<file path="src/rtl/multi_cycle_ctr_if.sv">
// Control bundle between the multi-cycle MIPS controller and its datapath.
// The master side is the controller; the slave side is the datapath.
interface multi_cycle_ctr_if #(
  parameter int OP_W = 6,
  parameter int ST_W = 4
);
  logic [OP_W-1:0] opcode;
  logic            memReady;
  logic            pcWrite;
  logic            pcWriteCond;
  logic            iorD;
  logic            memRead;
  logic            memWrite;
  logic            memToReg;
  logic            irWrite;
  logic            aluSrcA;
  logic            regWrite;
  logic            regDst;
  logic [1:0]      pcSource;
  logic [1:0]      aluSrcB;
  logic [1:0]      aluOp;
  logic            instrDone;
  logic            illegalOp;
  logic [ST_W-1:0] state;

  modport master (
    input  opcode, memReady,
    output pcWrite, pcWriteCond, iorD, memRead, memWrite, memToReg, irWrite,
           aluSrcA, regWrite, regDst, pcSource, aluSrcB, aluOp,
           instrDone, illegalOp, state
  );

  modport slave (
    output opcode, memReady,
    input  pcWrite, pcWriteCond, iorD, memRead, memWrite, memToReg, irWrite,
           aluSrcA, regWrite, regDst, pcSource, aluSrcB, aluOp,
           instrDone, illegalOp, state
  );
endinterface

</file>
<file path="src/rtl/multi_cycle_ctr.sv">
// Main control FSM of the multi-cycle MIPS datapath: sequences each instruction
// through fetch/decode/execute/memory/writeback and drives every datapath control.
module multi_cycle_ctr #(
  parameter int OP_W = 6,
  parameter int ST_W = 4
) (
  input  logic               clk,
  input  logic               rst_n,
  multi_cycle_ctr_if.master  bus
);

  typedef enum logic [3:0] {
    FETCH  = 4'd0,
    DECODE = 4'd1,
    MEMADR = 4'd2,
    MEMRD  = 4'd3,
    MEMWB  = 4'd4,
    MEMWR  = 4'd5,
    EXEC   = 4'd6,
    ALUWB  = 4'd7,
    BRANCH = 4'd8,
    JUMP   = 4'd9,
    ADDIEX = 4'd10,
    ADDIWB = 4'd11
  } stateT;

  localparam logic [OP_W-1:0] OP_RTYPE = OP_W'(6'b000000);
  localparam logic [OP_W-1:0] OP_LW    = OP_W'(6'b100011);
  localparam logic [OP_W-1:0] OP_SW    = OP_W'(6'b101011);
  localparam logic [OP_W-1:0] OP_BEQ   = OP_W'(6'b000100);
  localparam logic [OP_W-1:0] OP_J     = OP_W'(6'b000010);
  localparam logic [OP_W-1:0] OP_ADDI  = OP_W'(6'b001000);

  stateT curState;

  always_ff @(posedge clk or negedge rst_n) begin
    if (!rst_n) begin
      curState <= FETCH;
    end else begin
      case (curState)
        FETCH:  if (bus.memReady) curState <= DECODE;
        DECODE: begin
          case (bus.opcode)
            OP_LW, OP_SW: curState <= MEMADR;
            OP_RTYPE:     curState <= EXEC;
            OP_BEQ:       curState <= BRANCH;
            OP_J:         curState <= JUMP;
            OP_ADDI:      curState <= ADDIEX;
            default:      curState <= FETCH;
          endcase
        end
        MEMADR: curState <= (bus.opcode == OP_LW) ? MEMRD : MEMWR;
        MEMRD:  if (bus.memReady) curState <= MEMWB;
        MEMWR:  if (bus.memReady) curState <= FETCH;
        EXEC:   curState <= ALUWB;
        ADDIEX: curState <= ADDIWB;
        // Single-cycle tail states and the unused codes 12-15 all return to FETCH.
        default: curState <= FETCH;
      endcase
    end
  end

  // Outputs are gated by rst_n so they drop to 0 the moment reset asserts,
  // independent of the clock; FETCH and MEMWR also look at memReady.
  always_comb begin
    bus.pcWrite     = 1'b0;
    bus.pcWriteCond = 1'b0;
    bus.iorD        = 1'b0;
    bus.memRead     = 1'b0;
    bus.memWrite    = 1'b0;
    bus.memToReg    = 1'b0;
    bus.irWrite     = 1'b0;
    bus.aluSrcA     = 1'b0;
    bus.regWrite    = 1'b0;
    bus.regDst      = 1'b0;
    bus.pcSource    = 2'b00;
    bus.aluSrcB     = 2'b00;
    bus.aluOp       = 2'b00;
    bus.instrDone   = 1'b0;
    bus.illegalOp   = 1'b0;
    if (rst_n) begin
      case (curState)
        FETCH: begin
          bus.memRead = 1'b1;
          bus.aluSrcB = 2'b01;
          bus.irWrite = bus.memReady;
          bus.pcWrite = bus.memReady;
        end
        DECODE: begin
          bus.aluSrcB = 2'b11;
          case (bus.opcode)
            OP_LW, OP_SW, OP_RTYPE, OP_BEQ, OP_J, OP_ADDI: ;
            default: begin
              bus.illegalOp = 1'b1;
              bus.instrDone = 1'b1;
            end
          endcase
        end
        MEMADR: begin
          bus.aluSrcA = 1'b1;
          bus.aluSrcB = 2'b10;
        end
        MEMRD: begin
          bus.memRead = 1'b1;
          bus.iorD    = 1'b1;
        end
        MEMWB: begin
          bus.regWrite  = 1'b1;
          bus.memToReg  = 1'b1;
          bus.instrDone = 1'b1;
        end
        MEMWR: begin
          bus.memWrite  = 1'b1;
          bus.iorD      = 1'b1;
          bus.instrDone = bus.memReady;
        end
        EXEC: begin
          bus.aluSrcA = 1'b1;
          bus.aluOp   = 2'b10;
        end
        ALUWB: begin
          bus.regDst    = 1'b1;
          bus.regWrite  = 1'b1;
          bus.instrDone = 1'b1;
        end
        BRANCH: begin
          bus.aluSrcA     = 1'b1;
          bus.aluOp       = 2'b01;
          bus.pcWriteCond = 1'b1;
          bus.pcSource    = 2'b01;
          bus.instrDone   = 1'b1;
        end
        JUMP: begin
          bus.pcWrite   = 1'b1;
          bus.pcSource  = 2'b10;
          bus.instrDone = 1'b1;
        end
        ADDIEX: begin
          bus.aluSrcA = 1'b1;
          bus.aluSrcB = 2'b10;
        end
        ADDIWB: begin
          bus.regWrite  = 1'b1;
          bus.instrDone = 1'b1;
        end
        default: ;
      endcase
    end
  end

  assign bus.state = (rst_n) ? ST_W'(curState) : '0;

endmodule

</file>
<file path="src/flat_wrapper.sv">
// flat-port wrapper written by rule: the top's interface ports become plain ports
module multi_cycle_ctr_flat 
#(
  parameter int OP_W = 6,
  parameter int ST_W = 4
)
  (clk, rst_n, bus_opcode, bus_memReady, bus_pcWrite, bus_pcWriteCond, bus_iorD, bus_memRead, bus_memWrite, bus_memToReg, bus_irWrite, bus_aluSrcA, bus_regWrite, bus_regDst, bus_pcSource, bus_aluSrcB, bus_aluOp, bus_instrDone, bus_illegalOp, bus_state);
  multi_cycle_ctr_if #(.OP_W(OP_W), .ST_W(ST_W)) bus_i ();
  input  logic clk;
  input  logic rst_n;
  input wire logic [$bits(bus_i.opcode)-1:0] bus_opcode;
  input wire logic [$bits(bus_i.memReady)-1:0] bus_memReady;
  output wire logic [$bits(bus_i.pcWrite)-1:0] bus_pcWrite;
  output wire logic [$bits(bus_i.pcWriteCond)-1:0] bus_pcWriteCond;
  output wire logic [$bits(bus_i.iorD)-1:0] bus_iorD;
  output wire logic [$bits(bus_i.memRead)-1:0] bus_memRead;
  output wire logic [$bits(bus_i.memWrite)-1:0] bus_memWrite;
  output wire logic [$bits(bus_i.memToReg)-1:0] bus_memToReg;
  output wire logic [$bits(bus_i.irWrite)-1:0] bus_irWrite;
  output wire logic [$bits(bus_i.aluSrcA)-1:0] bus_aluSrcA;
  output wire logic [$bits(bus_i.regWrite)-1:0] bus_regWrite;
  output wire logic [$bits(bus_i.regDst)-1:0] bus_regDst;
  output wire logic [$bits(bus_i.pcSource)-1:0] bus_pcSource;
  output wire logic [$bits(bus_i.aluSrcB)-1:0] bus_aluSrcB;
  output wire logic [$bits(bus_i.aluOp)-1:0] bus_aluOp;
  output wire logic [$bits(bus_i.instrDone)-1:0] bus_instrDone;
  output wire logic [$bits(bus_i.illegalOp)-1:0] bus_illegalOp;
  output wire logic [$bits(bus_i.state)-1:0] bus_state;
  assign bus_i.opcode = bus_opcode;
  assign bus_i.memReady = bus_memReady;
  assign bus_pcWrite = bus_i.pcWrite;
  assign bus_pcWriteCond = bus_i.pcWriteCond;
  assign bus_iorD = bus_i.iorD;
  assign bus_memRead = bus_i.memRead;
  assign bus_memWrite = bus_i.memWrite;
  assign bus_memToReg = bus_i.memToReg;
  assign bus_irWrite = bus_i.irWrite;
  assign bus_aluSrcA = bus_i.aluSrcA;
  assign bus_regWrite = bus_i.regWrite;
  assign bus_regDst = bus_i.regDst;
  assign bus_pcSource = bus_i.pcSource;
  assign bus_aluSrcB = bus_i.aluSrcB;
  assign bus_aluOp = bus_i.aluOp;
  assign bus_instrDone = bus_i.instrDone;
  assign bus_illegalOp = bus_i.illegalOp;
  assign bus_state = bus_i.state;
  multi_cycle_ctr #(.OP_W(OP_W), .ST_W(ST_W)) u_core (.clk(clk), .rst_n(rst_n), .bus(bus_i));
endmodule
</file>
<file path="config.mk">
export PLATFORM = sky130hd
export DESIGN_NAME = multi_cycle_ctr_flat
export DESIGN_NICKNAME = d
export VERILOG_FILES = /design/src/rtl/multi_cycle_ctr_if.sv /design/src/rtl/multi_cycle_ctr.sv /design/src/flat_wrapper.sv
export SDC_FILE = /design/constraint.sdc
export NUM_CORES = 1
export LEC_CHECK = 0
export ABC_CLOCK_PERIOD_IN_PS = 2300
export CAP_MARGIN = 20
export CORE_MARGIN = 4
export CORE_UTILIZATION = 41
export CTS_CLUSTER_SIZE = 40
export DETAILED_ROUTE_END_ITERATION = 6
export GPL_TIMING_DRIVEN = 0
export PLACE_DENSITY = 0.83
export RECOVER_POWER = 25
export SLEW_MARGIN = 10
export SYNTH_ARGS = -nofsm -noshare
export SYNTH_HDL_FRONTEND = slang
export SYNTH_SLANG_ARGS = --single-unit
export TNS_END_PERCENT = 5
</file>
<file path="constraint.sdc">
create_clock -name clk -period 2.3 [get_ports clk]
set_input_delay 0.345 -clock clk [delete_from_list [all_inputs] [get_ports clk]]
set_output_delay 0.345 -clock clk [all_outputs]
set_load 0.01 [all_outputs]
</file>
Word-level counts from Yosys, hierarchy flattened. Index checks and enable logic that the tools add are counted.

Output and inout bits: 22. Logic and storage cells: 69. Bits in registers: 4.

Reduce and logical (&&, ||, !) cells: 11. Equal/unequal tests: 19. Multiplexer cells: 38.

Operator list (count): case mux 4 bit (7 select lines) (1); 2-to-1 mux 1 bit (23); case mux 4 bit (5 select lines) (1); equality test 4 x 3 -> 1 bit (second input constant) (4); equality test 4 bit (second input constant) (4); 2-to-1 mux 4 bit (4); equality test 6 bit (second input constant) (2); equality test 4 x 2 -> 1 bit (second input constant) (2); case mux 2 bit (2 select lines) (2); OR reduction 2 bit (4); equality test 6 x 2 -> 1 bit (second input constant) (1); equality test 6 x 3 -> 1 bit (second input constant) (1); equality test 6 x 4 -> 1 bit (second input constant) (1); zero test 6 bit (1); 2-to-1 mux 2 bit (3); != test 2 bit (second input constant) (3); case mux 2 bit (3 select lines) (1); OR reduction 6 bit (1); OR reduction 5 bit (1); equality test 4 x 1 -> 1 bit (second input constant) (1); zero test 4 bit (1); OR reduction 4 bit (1); 2-to-1 mux 3 bit (1); case mux 1 bit (3 select lines) (1); 3 further kinds (3).

Logic depth before layout (Yosys ltp).
Depth after elaboration: 5. Gate-level depth with buffers: 5. Depth with buffers taken out: 4.

Worst setup path before layout. Ideal clock, no wire load.

Path type: reg2out. Start: register u_core.curState[0]. End: output bus_pcWrite. Stages on the path, launching flop included: 6. Path buffers: 1. Required time: 1955 ps. Data arrival time: 1483 ps. Slack: 472 ps. Cell sequence: dfrtp_1 > buf_2 > nand2b_1 > or2_2 > nor3_1 > or2_1.

Word-level cells in the longest chain between the ends: 3. Elaborated cells on any way between the ends: 4. Classes of those cells: eq/ne: 1; mux: 2; reduce/logical: 1.

RTL lines: start, declared (RTL line multi_cycle_ctr.sv:34) `stateT curState;`; start signal, assigned (RTL line multi_cycle_ctr.sv:52) `MEMADR: curState <= (bus.opcode == OP_LW) ? MEMRD : MEMWR;`; equality test 4 bit / zero test 4 bit (equally long branches) (RTL line multi_cycle_ctr.sv:82) `case (curState)`; case mux 1 bit (2 select lines) * (RTL line multi_cycle_ctr.sv:82); 2-to-1 mux 1 bit * (RTL line multi_cycle_ctr.sv:81) `if (rst_n) begin`; end, declared (RTL line flat_wrapper.sv:13) `output wire logic [$bits(bus_i.pcWrite)-1:0] bus_pcWrite;`.

Every way passes the cells marked *; elsewhere a longest branch is shown, timed or not.

Final worst setup path.
Start: register u_core.curState[1]. End: output bus_aluOp[1].

Word-level cells in the longest chain between the ends: 3. Elaborated cells on any way between the ends: 4. Classes of those cells: eq/ne: 2; mux: 2.

RTL lines: equality test 4 bit / equality test 4 x 3 -> 1 bit (equally long branches) (RTL line multi_cycle_ctr.sv:82); case mux 2 bit (2 select lines) * (RTL line multi_cycle_ctr.sv:82); 2-to-1 mux 2 bit * (RTL line multi_cycle_ctr.sv:81); end, declared (RTL line flat_wrapper.sv:25) `output wire logic [$bits(bus_i.aluOp)-1:0] bus_aluOp;`.

Marked as above.

==> key figures <==
Global routing
  • Grt peak-use layer: met2
  • Met1 Use GR: 18.3%
  • Grt total ovfl: 0
  • First-pass GRT wire length: 2680 um
  • Largest net degree at the start of global routing: 11
  • Initial antenna violation count: 0
  • Met2 GRT Util: 32.6%
  • Vias in the first global route: 685
  • M3 GR Usage: 4.35%
  • GRT Util Overall: a little under a fifth

Floorplan
  • Die area: roughly 2100 um^2
  • Die width: roughly 46 um
  • Die Y: about 46 um
  • IO Pins: 31
  • Cell Rows: 13
  • Core ar.: 1320 um^2
  • Initial Util: 44.2%

Finish
  • Biggest register: u_core.curState
  • Inserted Diodes: 0
  • Max reg flops: 4
  • Final nets: 133
  • Util after Layout: 71.4%
  • Synthesis-to-finish area growth: 61.7%
  • Final non-filler cell total: about 140
  • Fraction of layout cells with a size suffix above 1: roughly 16%
  • Post-Layout Inst Area: roughly 940 um^2
  • Fillers: 130
  • Biggest regs: u_core.curState x4

Drt
  • Drt pass-1 iters: 4
  • ANT nets after route: 0
  • WL final: 1660 um
  • Iter 0 DRT Violations: 28
  • DR vias: between 700 and 800
  • DRC viols: 0
  • Wirelength per Cell: 12.1 um
  • Vias per cell: 5.58

STA
  • Setup-failing EPs final: 0
  • Final Hold Viols: 0
  • Final period util: a little over nine tenths
  • Max Clock Skew: 0.00645 ns
  • Setup TNS Final: 0 ns
  • Slew headroom: 78.5%
  • Slew @ Worst Pin: 0.320 ns
  • Final min period: 2.26 ns
  • RSZ-0062 raised after global routing: yes
  • Fmax: 0.442 GHz
  • Slew Limit Fails: 0

Synthesis
  • Area contributors post-synth: dfrtp_1 17%, nand2_1 8.4%, nor2_1 7.7%
  • Post-synth top flop: dfrtp_1
  • Synth Area in Adders: 0%
  • Synthesized area per cell: about 6.6 um^2
  • Compound-Gate Fraction of Synth Area: a little under a quarter
  • Synth area leader: dfrtp_1
  • Post-synthesis cell area: 582 um^2
  • Synth Instances: 88
  • Most frequent cell after synthesis: nand2_1
  • Largest family of logic cells by synthesized area: simple AND/OR/NAND/NOR gates
  • Register area share after synthesis: ~17%
  • Number of synthesized flops with an enable pin: 0
  • Async SR Flop Fraction: 100%
  • Simple-gate share of the synthesized area: 48.6%
  • Post-Synth XOR/XNOR Area: 3.01%
  • Proportion of netlist area held by the largest area contributor: ~17%
  • Top cells by count, synth: 13 x nand2_1, 12 x nor2_1, 6 x nand2b_1
  • Flops & latches, synth: 4
  • Post-synthesis mux area share: 1.72%
  • Synth unique cells: 33
  • Mapped Nets: 97
  • Yosys Warn Count: 0

Clocking
  • CTS clk-pin slew, worst paths: 0.04 ns
  • CTS Buf Count: 3
  • H-Tree Depth: 1
  • Worst-Skew Late Latency: 0.24 ns
  • Clock root buffer: clkbuf_4
  • Clock sink count: 4
  • Hold_buf cts: 0
  • CTS tree: yes
  • Clock Path Buffers: 2

Worst hold path
  • Hold crit path type: primary input to asynchronous set/reset pin

Setup path
  • Setup crit start kind: flop
  • Classification of the worst setup path: flop to output pin
  • Crit. End Element: output pin
  • WP data arrival: 1.92 ns
  • CP Data Required Time: 1.96 ns
  • Worst-path maximum fanout: 10

Place
  • Port bufs: 30
  • Dpl hpwl: 1340 um
  • Dpl cells: 133
  • DP Area: around 900 um^2
  • GPL Wtd Cong: 0.930

Run status
  • Status: complete, no violations

Power and ir drop
  • P_leak: approximately 0.42 nW
  • PD cells: about 640 nW/um^2
  • Max IR drop VDD: around 670 uV

Run
  • Max-Cap Viols: 0
[cells by family (layout without fill, tap and decap cells)]
family | count (synthesis) | count (layout)
buffers and inverters | 7 | 41
XOR/XNOR | 2 | 2
multiplexers | 1 | 1
flip-flops | 4 | 4
AO/OA/AOI/OAI | 19 | 19
AND/OR/NAND/NOR | 55 | 55
[where the power goes]
| part | internal, mW | switching (mW) | total (mW) |
|---|---|---|---|
| clock | 0.0584 | 0.0299 | 0.0883 |
| combinational | 0.199 | 0.210 | 0.410 |
| sequential | 0.0870 | 0.0167 | 0.104 |
| total | 0.345 | 0.257 | 0.601 |
[metal layers]
layer / routed length, um / vias up
li1: - / 378
met1: 657 / 339
met2: 812 / 44
met3: 152 / 4
met4: 42 / 0
met5: 0 / -
[metrics by stage]
step                total power, mW  hold slack (ns)  worst slack (ns)
floorplan                     0.343           0.0494             0.472
global placement              0.510            0.578            -0.550
detailed placement            0.515            0.583            -0.555
CTS                           0.599           0.0625           0.00655
global route                  0.655           0.0700           -0.0667
finish                        0.601           0.0580            0.0361
[repair_timing]
action / 4_1_cts / 5_1_grt
pin swaps: 1 / 0
gates cloned: 0 / 0
setup buffers: 1 / 0
endpoints found under the setup margin: 21 / 8
resized for setup: 12 / 7
[layout make-up]
type                    instances  area (um^2)  area share [%]
inverters                       1         3.75           0.399
flip-flops and latches          4          100            10.6
well taps                      15         18.8            1.99
plain buffers                   6         35.0            3.72
repair buffers                 31          299            31.8
multi-input cells              77          462            49.1
clock buffers                   3         22.5            2.39
[placed cells by master (no fill, tap or decap)]
master	netlist	layout
a2111oi_2	1	1
a211oi_2	1	1
a21oi_1	4	4
a22oi_1	1	1
a311oi_1	1	1
a31oi_1	1	1
a41o_1	1	1
a41o_2	1	1
and2_1	5	5
and3_1	2	2
and3b_1	1	1
buf_2	2	2
buf_4	1	3
clkbuf_2	0	2
clkbuf_4	0	4
clkdlybuf4s50_1	0	21
dfrtp_1	4	4
dlygate4sd2_1	0	7
dlymetal6s2s_1	0	1
inv_1	1	1
mux2i_1	1	1
nand2_1	13	13
nand2b_1	6	6
nand3_1	2	2
nand4_1	1	1
nor2_1	12	10
nor2_2	0	2
nor2b_1	5	5
nor3_1	2	1
nor3_2	1	2
o21ai_0	5	5
o21bai_1	1	1
o221ai_1	1	1
o22ai_1	1	1
or2_1	1	1
or2_2	2	1
or2_4	0	1
or3_1	2	2
xor2_1	2	2
[worst max-delay path, stage by stage, from the launching register on]
cell and delay (ns):
dfrtp_1 0.41, buf_2 0.24, nor2b_1 0.29, and3_1 0.21
clkdlybuf4s50_1 0.54
[worst paths after layout]
path | from | to | slack, ns | depth (start not counted)
worst min register to register | u_core.curState[0]$_DFFE_PN0P_ | u_core.curState[1]$_DFFE_PN0P_ | 0.69 | 3
min in group clk | u_core.curState[0]$_DFFE_PN0P_ | u_core.curState[1]$_DFFE_PN0P_ | 0.69 | 3
worst max-delay path | u_core.curState[1]$_DFFE_PN0P_ | bus_aluOp[1] | 0.04 | 4
worst min-delay path | rst_n | u_core.curState[3]$_DFFE_PN0P_ | 0.06 | 1
worst max register to register | u_core.curState[1]$_DFFE_PN0P_ | u_core.curState[2]$_DFFE_PN0P_ | 0.88 | 4
max in group asynchronous | rst_n | u_core.curState[0]$_DFFE_PN0P_ | 2.05 | 1
(Power assumes the default switching activity.)
